**src/rtl/race_pkg.sv**
```systemverilog
// Shared definitions for the RACE input scheduler: FSM encoding, default
// parameter values and counter-width helpers.
package race_pkg;

  localparam logic [1:0] ST_IDLE   = 2'd0;
  localparam logic [1:0] ST_RESYNC = 2'd1;
  localparam logic [1:0] ST_FEED   = 2'd2;
  localparam logic [1:0] ST_WAIT   = 2'd3;

  localparam int L_DEF          = 7;
  localparam int IN_SIZE_DEF    = 16;
  localparam int FIFO_DEPTH_DEF = 4;
  localparam int TIMEOUT_DEF    = 2*L_DEF + 8;

  // Width of the WAIT cycle counter for a given timeout.
  function automatic int wait_cnt_w(input int timeout);
    return $clog2(timeout + 1);
  endfunction

  // Width of a FIFO occupancy count, 0..depth inclusive.
  function automatic int level_w(input int depth);
    return $clog2(depth) + 1;
  endfunction

  localparam int WAIT_CNT_W = wait_cnt_w(TIMEOUT_DEF);
  localparam int LEVEL_W    = level_w(FIFO_DEPTH_DEF);

endpackage

```
**src/rtl/race_sample_fifo.sv**
```systemverilog
// Small synchronous sample FIFO. Full/empty are registered; read data is
// registered on pop so the consumer sees a stable word until the next pop.
module race_sample_fifo
  import race_pkg::*;
#(
  parameter int W     = 32,
  parameter int DEPTH = 4,
  parameter int LW    = level_w(DEPTH)
)(
  input  logic          clk,
  input  logic          rst,
  input  logic          i_push,
  input  logic [W-1:0]  i_wdata,
  input  logic          i_pop,
  output logic [W-1:0]  o_rdata,
  output logic          o_full,
  output logic          o_empty,
  output logic [LW-1:0] o_level
);

  localparam int AW = $clog2(DEPTH);

  logic [W-1:0]  r_mem [DEPTH];
  logic [AW-1:0] r_wptr, r_rptr;
  logic [LW-1:0] r_level;
  logic          r_full, r_empty;
  logic [W-1:0]  r_rdata;

  logic          w_push, w_pop;
  logic [LW-1:0] w_level_nxt;

  // A push into a full FIFO is refused even when a pop happens in the same cycle.
  assign w_push      = i_push && !r_full;
  assign w_pop       = i_pop && !r_empty;
  assign w_level_nxt = r_level + LW'(w_push) - LW'(w_pop);

  // Storage array; contents are don't-care after reset.
  always_ff @(posedge clk) begin
    if (w_push) r_mem[r_wptr] <= i_wdata;
  end

  // Pointers (wrap naturally, depth is a power of two), level and flags.
  always_ff @(posedge clk or posedge rst) begin
    if (rst) begin
      r_wptr  <= '0;
      r_rptr  <= '0;
      r_level <= '0;
      r_full  <= 1'b0;
      r_empty <= 1'b1;
      r_rdata <= '0;
    end else begin
      if (w_push) r_wptr <= r_wptr + 1'b1;
      if (w_pop) begin
        r_rptr  <= r_rptr + 1'b1;
        r_rdata <= r_mem[r_rptr];
      end
      r_level <= w_level_nxt;
      r_full  <= (w_level_nxt == LW'(DEPTH));
      r_empty <= (w_level_nxt == '0);
    end
  end

  assign o_rdata = r_rdata;
  assign o_full  = r_full;
  assign o_empty = r_empty;
  assign o_level = r_level;

endmodule

```
**src/rtl/race_in_sched.sv**
```systemverilog
// Input scheduler feeding the RACE adaptive filter: buffers complex samples,
// issues a strobe_resync / valid_in pair per sample, holds the sample for the
// tap window and waits for data_ready, flagging a sticky timeout if it never
// comes. Optional statistics counters are built when RACE_SCHED_STATS_EN is
// defined.
module race_in_sched
  import race_pkg::*;
#(
  parameter int L          = L_DEF,
  parameter int IN_SIZE    = IN_SIZE_DEF,
  parameter int FIFO_DEPTH = FIFO_DEPTH_DEF,
  parameter int TIMEOUT    = 2*L + 8
)(
  input  logic                          clk,
  input  logic                          rst,
  input  logic                          s_valid,
  output logic                          s_ready,
  input  logic [IN_SIZE-1:0]            s_real,
  input  logic [IN_SIZE-1:0]            s_imag,
  output logic                          race_strobe_resync,
  output logic                          race_valid_in,
  output logic [IN_SIZE-1:0]            race_real,
  output logic [IN_SIZE-1:0]            race_imag,
  input  logic                          race_data_ready,
  output logic                          busy,
  output logic [level_w(FIFO_DEPTH)-1:0] fifo_level,
  output logic                          err_timeout
`ifdef RACE_SCHED_STATS_EN
  ,
  output logic [31:0]                   sample_cnt,
  output logic [15:0]                   timeout_cnt
`endif
);

  localparam int CW = wait_cnt_w(TIMEOUT);
  localparam int LW = level_w(FIFO_DEPTH);

  logic [1:0]           r_state;
  logic [CW-1:0]        r_cnt;
  logic                 r_err;

  logic [1:0]           w_state_nxt;
  logic                 w_pop;
  logic                 w_timeout;
  logic                 w_full, w_empty;
  logic [LW-1:0]        w_level;
  logic [2*IN_SIZE-1:0] w_rdata;

  race_sample_fifo #(
    .W     (2*IN_SIZE),
    .DEPTH (FIFO_DEPTH),
    .LW    (LW)
  ) u_fifo (
    .clk     (clk),
    .rst     (rst),
    .i_push  (s_valid),
    .i_wdata ({s_real, s_imag}),
    .i_pop   (w_pop),
    .o_rdata (w_rdata),
    .o_full  (w_full),
    .o_empty (w_empty),
    .o_level (w_level)
  );

  // Next-state and pop decision; data_ready outside WAIT is a stale pulse.
  always_comb begin
    w_state_nxt = r_state;
    w_pop       = 1'b0;
    w_timeout   = 1'b0;
    case (r_state)
      ST_IDLE: begin
        if (!w_empty) begin
          w_pop       = 1'b1;
          w_state_nxt = ST_RESYNC;
        end
      end
      ST_RESYNC: w_state_nxt = ST_FEED;
      ST_FEED:   w_state_nxt = ST_WAIT;
      ST_WAIT: begin
        // data_ready takes priority over a timeout landing in the same cycle.
        if (race_data_ready) begin
          if (!w_empty) begin
            w_pop       = 1'b1;
            w_state_nxt = ST_RESYNC;
          end else begin
            w_state_nxt = ST_IDLE;
          end
        end else if (r_cnt == CW'(TIMEOUT-1)) begin
          w_timeout   = 1'b1;
          w_state_nxt = ST_IDLE;
        end
      end
      default: w_state_nxt = ST_IDLE;
    endcase
  end

  // State register.
  always_ff @(posedge clk or posedge rst) begin
    if (rst) r_state <= ST_IDLE;
    else     r_state <= w_state_nxt;
  end

  // WAIT cycle counter: cleared in FEED, counts every WAIT cycle.
  always_ff @(posedge clk or posedge rst) begin
    if (rst)                     r_cnt <= '0;
    else if (r_state == ST_FEED) r_cnt <= '0;
    else if (r_state == ST_WAIT) r_cnt <= r_cnt + 1'b1;
  end

  // Sticky timeout flag.
  always_ff @(posedge clk or posedge rst) begin
    if (rst)            r_err <= 1'b0;
    else if (w_timeout) r_err <= 1'b1;
  end

`ifdef RACE_SCHED_STATS_EN
  logic [31:0] r_sample_cnt;
  logic [15:0] r_timeout_cnt;

  // Saturating counts of issued samples (RESYNC entries) and timeouts.
  always_ff @(posedge clk or posedge rst) begin
    if (rst) begin
      r_sample_cnt  <= '0;
      r_timeout_cnt <= '0;
    end else begin
      if (w_pop && (r_sample_cnt != '1))      r_sample_cnt  <= r_sample_cnt + 1'b1;
      if (w_timeout && (r_timeout_cnt != '1)) r_timeout_cnt <= r_timeout_cnt + 1'b1;
    end
  end

  assign sample_cnt  = r_sample_cnt;
  assign timeout_cnt = r_timeout_cnt;
`endif

  assign s_ready            = !w_full;
  assign race_strobe_resync = (r_state == ST_RESYNC);
  assign race_valid_in      = (r_state == ST_FEED);
  assign race_real          = w_rdata[2*IN_SIZE-1:IN_SIZE];
  assign race_imag          = w_rdata[IN_SIZE-1:0];
  assign busy               = (r_state != ST_IDLE);
  assign fifo_level         = w_level;
  assign err_timeout        = r_err;

endmodule

```
**config.mk**
```make
export PLATFORM = sky130hd
export DESIGN_NAME = race_in_sched
export DESIGN_NICKNAME = d
export VERILOG_FILES = /design/src/rtl/race_pkg.sv /design/src/rtl/race_sample_fifo.sv /design/src/rtl/race_in_sched.sv
export SDC_FILE = /design/constraint.sdc
export NUM_CORES = 1
export LEC_CHECK = 0
export CAP_MARGIN = 20
export CELL_PAD_IN_SITES_DETAIL_PLACEMENT = 1
export CELL_PAD_IN_SITES_GLOBAL_PLACEMENT = 2
export CORE_AREA = 2 2 125 127
export CTS_CLUSTER_SIZE = 40
export DETAILED_ROUTE_END_ITERATION = 10
export DIE_AREA = 0 0 127 129
export PLACE_DENSITY = 0.85
export SLEW_MARGIN = 10
export SYNTH_ARGS = -nofsm -noshare
export SYNTH_HDL_FRONTEND = slang
export SYNTH_SLANG_ARGS = --single-unit
export TNS_END_PERCENT = 100
```
**constraint.sdc**
```tcl
create_clock -name clk -period 4.3 [get_ports clk]
set_input_delay 0.86 -clock clk [delete_from_list [all_inputs] [get_ports clk]]
set_output_delay 0.86 -clock clk [all_outputs]
set_load 0.1 [all_outputs]
```
==> impl_metrics.csv <==
group,metric,value,unit
setup_path,crit_path_end,"race_valid_in",
setup_path,rr_endpoint,"u_fifo.o_full$_DFF_PP0_",
setup_path,r2r_slack,1.59,ns
timing,rsz0062_at_grt,"no",
floorplanning,die_x,127,µm
cells_and_area,fill_cells,1294,
timing,relSlewSlack,0.336,
synthesis,ys_seq_area_frac,0.737,
cells_and_area,seq_area,5070,µm²
flow_run,drv_cap,0,
place,placed_area,7780,µm²
clock_tree,clk_path_buf_depth,2,
drt,routed_via_density,5.25,
global_routing,grt-ovfl-total,0,
run_status,status,"finished clean",
clock_tree,hold_buffers,0,
drt,vias,3169,
cells_and_area,nets,453,
place,routabilityCongestion,0.651,
synthesis,syn_area,6880,µm²
place,numPortBuffers,75,
setup_path,end_kind,"primary output",
clock_tree,clock_sinks,177,
setup_path,critPathMaxFanout,7,
hold_path,hold_class,"reg2reg",
clock_tree,cts_root_buf,"clkbuf_16",
drt,wirelength,13100,µm
cells_and_area,syn2layout_area_growth,23.3,%
drt,dr.first_iter.drc_count,200,
global_routing,grt_max_degree,50,
clock_tree,htree_levels,4,
drt,postRouteAntennaNets,0,
global_routing,gr-usage-all-layers,0.176,
clock_tree,clkTransAtPathRegs,0.06,ns
cells_and_area,multi_input_area,1660,µm²
setup_path,r2r-start,"r_state[0]$_DFFE_PP0P_",
drt,wl_per_cell,21.7,µm
global_routing,grt_pass1_wl,20700,µm
timing,finalCritPeriodShare,0.786,
clock_tree,clock_latency,0.43,ns
synthesis,yosysWarnings,0,
global_routing,grt_antenna_before_repair,0,
timing,max_freq,296,MHz
synthesis,syn_nets,369,
floorplanning,core,15000,µm²
synthesis,synth-seq-cells,177,
clock_tree,cts_tree,"yes",
place,place_hpwl,8230,µm
setup_path,criticalPathCategory,"reg2out",
setup_path,crit_arrival,2.52,ns
setup_path,cp-startpoint,"r_state[0]$_DFFE_PP0P_",
timing,skew,0.00835,ns
synthesis,ys_types,33,
timing,finalHoldViolCount,0,
timing,finalHoldWorstSlack,0.486,ns
floorplanning,ios,76,
synthesis,synth_area_per_cell,21.6,µm²
drt,drc,0,
hold_path,hold_depth,1,
timing,tightest_slew,0.993,ns
floorplanning,start_util,0.459,
timing,final-setup-viol-count,0,
cells_and_area,diodes,0,
setup_path,cp.required,3.44,ns
clock_tree,cts_resized,0,
global_routing,first_global_vias,3554,
clock_tree,cts_buffers,17,
floorplanning,die_y,129,µm
setup_path,start_kind,"flip-flop",
cells_and_area,drive_gt1_frac,0.248,
floorplanning,num_rows,45,
cells_and_area,postLayoutCellArea,8490,µm²
clock_tree,cts_setup_buffers,0,
floorplanning,dieArea,16400,µm²
setup_path,reg2regPathDepth,9,
timing,slew_viol_final,0,
timing,setup_tns,0,ns
drt,first_pass_iters,4,
timing,layout_min_cycle_time,3.38,ns
synthesis,synth_cells,319,
worst min path at each step:
| stage | start | to |
|---|---|---|
| 2_1_floorplan | r_cnt[4]$_DFFE_PP0P_ | r_cnt[4]$_DFFE_PP0P_ |
| 3_3_place_gp | err_timeout$_DFFE_PP0P_ | err_timeout$_DFFE_PP0P_ |
| 3_5_place_dp | err_timeout$_DFFE_PP0P_ | err_timeout$_DFFE_PP0P_ |
| 4_1_cts | err_timeout$_DFFE_PP0P_ | err_timeout$_DFFE_PP0P_ |
| 5_1_grt | err_timeout$_DFFE_PP0P_ | err_timeout$_DFFE_PP0P_ |
| 6_report | err_timeout$_DFFE_PP0P_ | err_timeout$_DFFE_PP0P_ |
per-layer routing:
metal | GRT usage | share of wire | up-vias
li1 | - | - | 1411
met1 | 0.220 | 0.42 | 1672
met2 | 0.300 | 0.54 | 67
met3 | 0.0432 | 0.031 | 19
met4 | 0.0698 | 0.018 | 0
met5 | 0 | 0 | -
worst max-delay path: stages, from the launching register on:
cell	delay [ns]
dfrtp_1	0.41
inv_1	0.14
ha_1	0.34
clkdlybuf4s50_1	1.19
stage by stage:
stage	util	instances	setup slack (ns)
finish	0.567	604	0.922
global route	0.567	604	0.815
detailed placement	0.520	571	1.16
CTS	0.565	603	0.910
floorplan	-	319	1.72
global placement	0.520	571	1.33
final cells by class:
type | instances | area share
clock buffers | 20 | 0.0526
clock inverters | 12 | 0.0279
repair buffers | 78 | 0.0926
well taps | 188 | 0.0277
multi-input cells | 115 | 0.195
inverters | 14 | 0.00619
flip-flops and latches | 177 | 0.598
synth_stat cells (all sizes together):
cell / n / area [µm²]
xnor2: 3 / 26.3
buf: 9 / 91.3
and2: 4 / 25.0
nand4b: 1 / 8.76
a211oi: 1 / 7.51
edfxtp: 128 / 3840
nor3: 2 / 21.3
nand2: 3 / 11.3
inv: 14 / 52.6
mux2i: 1 / 10.0
mux4: 32 / 736
a32o: 1 / 10.0
nor2: 5 / 18.8
dfstp: 1 / 26.3
o21ai: 1 / 5.00
nor3b: 1 / 7.51
o21bai: 1 / 7.51
nor4b: 1 / 8.76
fa: 1 / 20.0
nand4: 2 / 12.5
a21oi: 1 / 8.76
dfrtp: 48 / 1200
mux2: 33 / 477
clkbuf: 4 / 15.0
xor2: 6 / 52.6
a311oi: 1 / 8.76
ha: 13 / 163
nor2b: 1 / 6.26
flip-flops by register name, summed over array words and instances (netlist names):
signal and cells:
u_fifo.o_empty 1, u_fifo.r_rptr 2, u_fifo.o_full 1, u_fifo.o_rdata 32, u_fifo.r_wptr 2, r_cnt 5
r_state 2, u_fifo.r_mem 128, u_fifo.o_level 3, err_timeout 1
logic make-up (layout without fill, tap and decap cells):
kind of cell | Yosys count | count (layout) | share of synthesized area
fa+ha+maj | 14 | 14 | 0.0265
xor+xnor | 9 | 9 | 0.0115
buf+inv | 27 | 124 | 0.0231
flops | 177 | 177 | 0.737
compound gates | 6 | 6 | 0.00691
mux | 66 | 66 | 0.178
simple gates | 20 | 20 | 0.0175
cells in the final DEF (no fill, tap or decap), drive strengths merged, types with 6 or more instances in the layout:
cell | Yosys | final
bufinv | 0 | 7
clkbuf | 4 | 20
clkdlybuf4s50 | 0 | 75
dfrtp | 48 | 48
edfxtp | 128 | 128
ha | 13 | 13
inv | 14 | 14
mux2 | 33 | 33
mux4 | 32 | 32
xor2 | 6 | 6
Power is not shown: default switching activity piles up to over one toggle a cycle in this logic, so the estimate is an artifact.
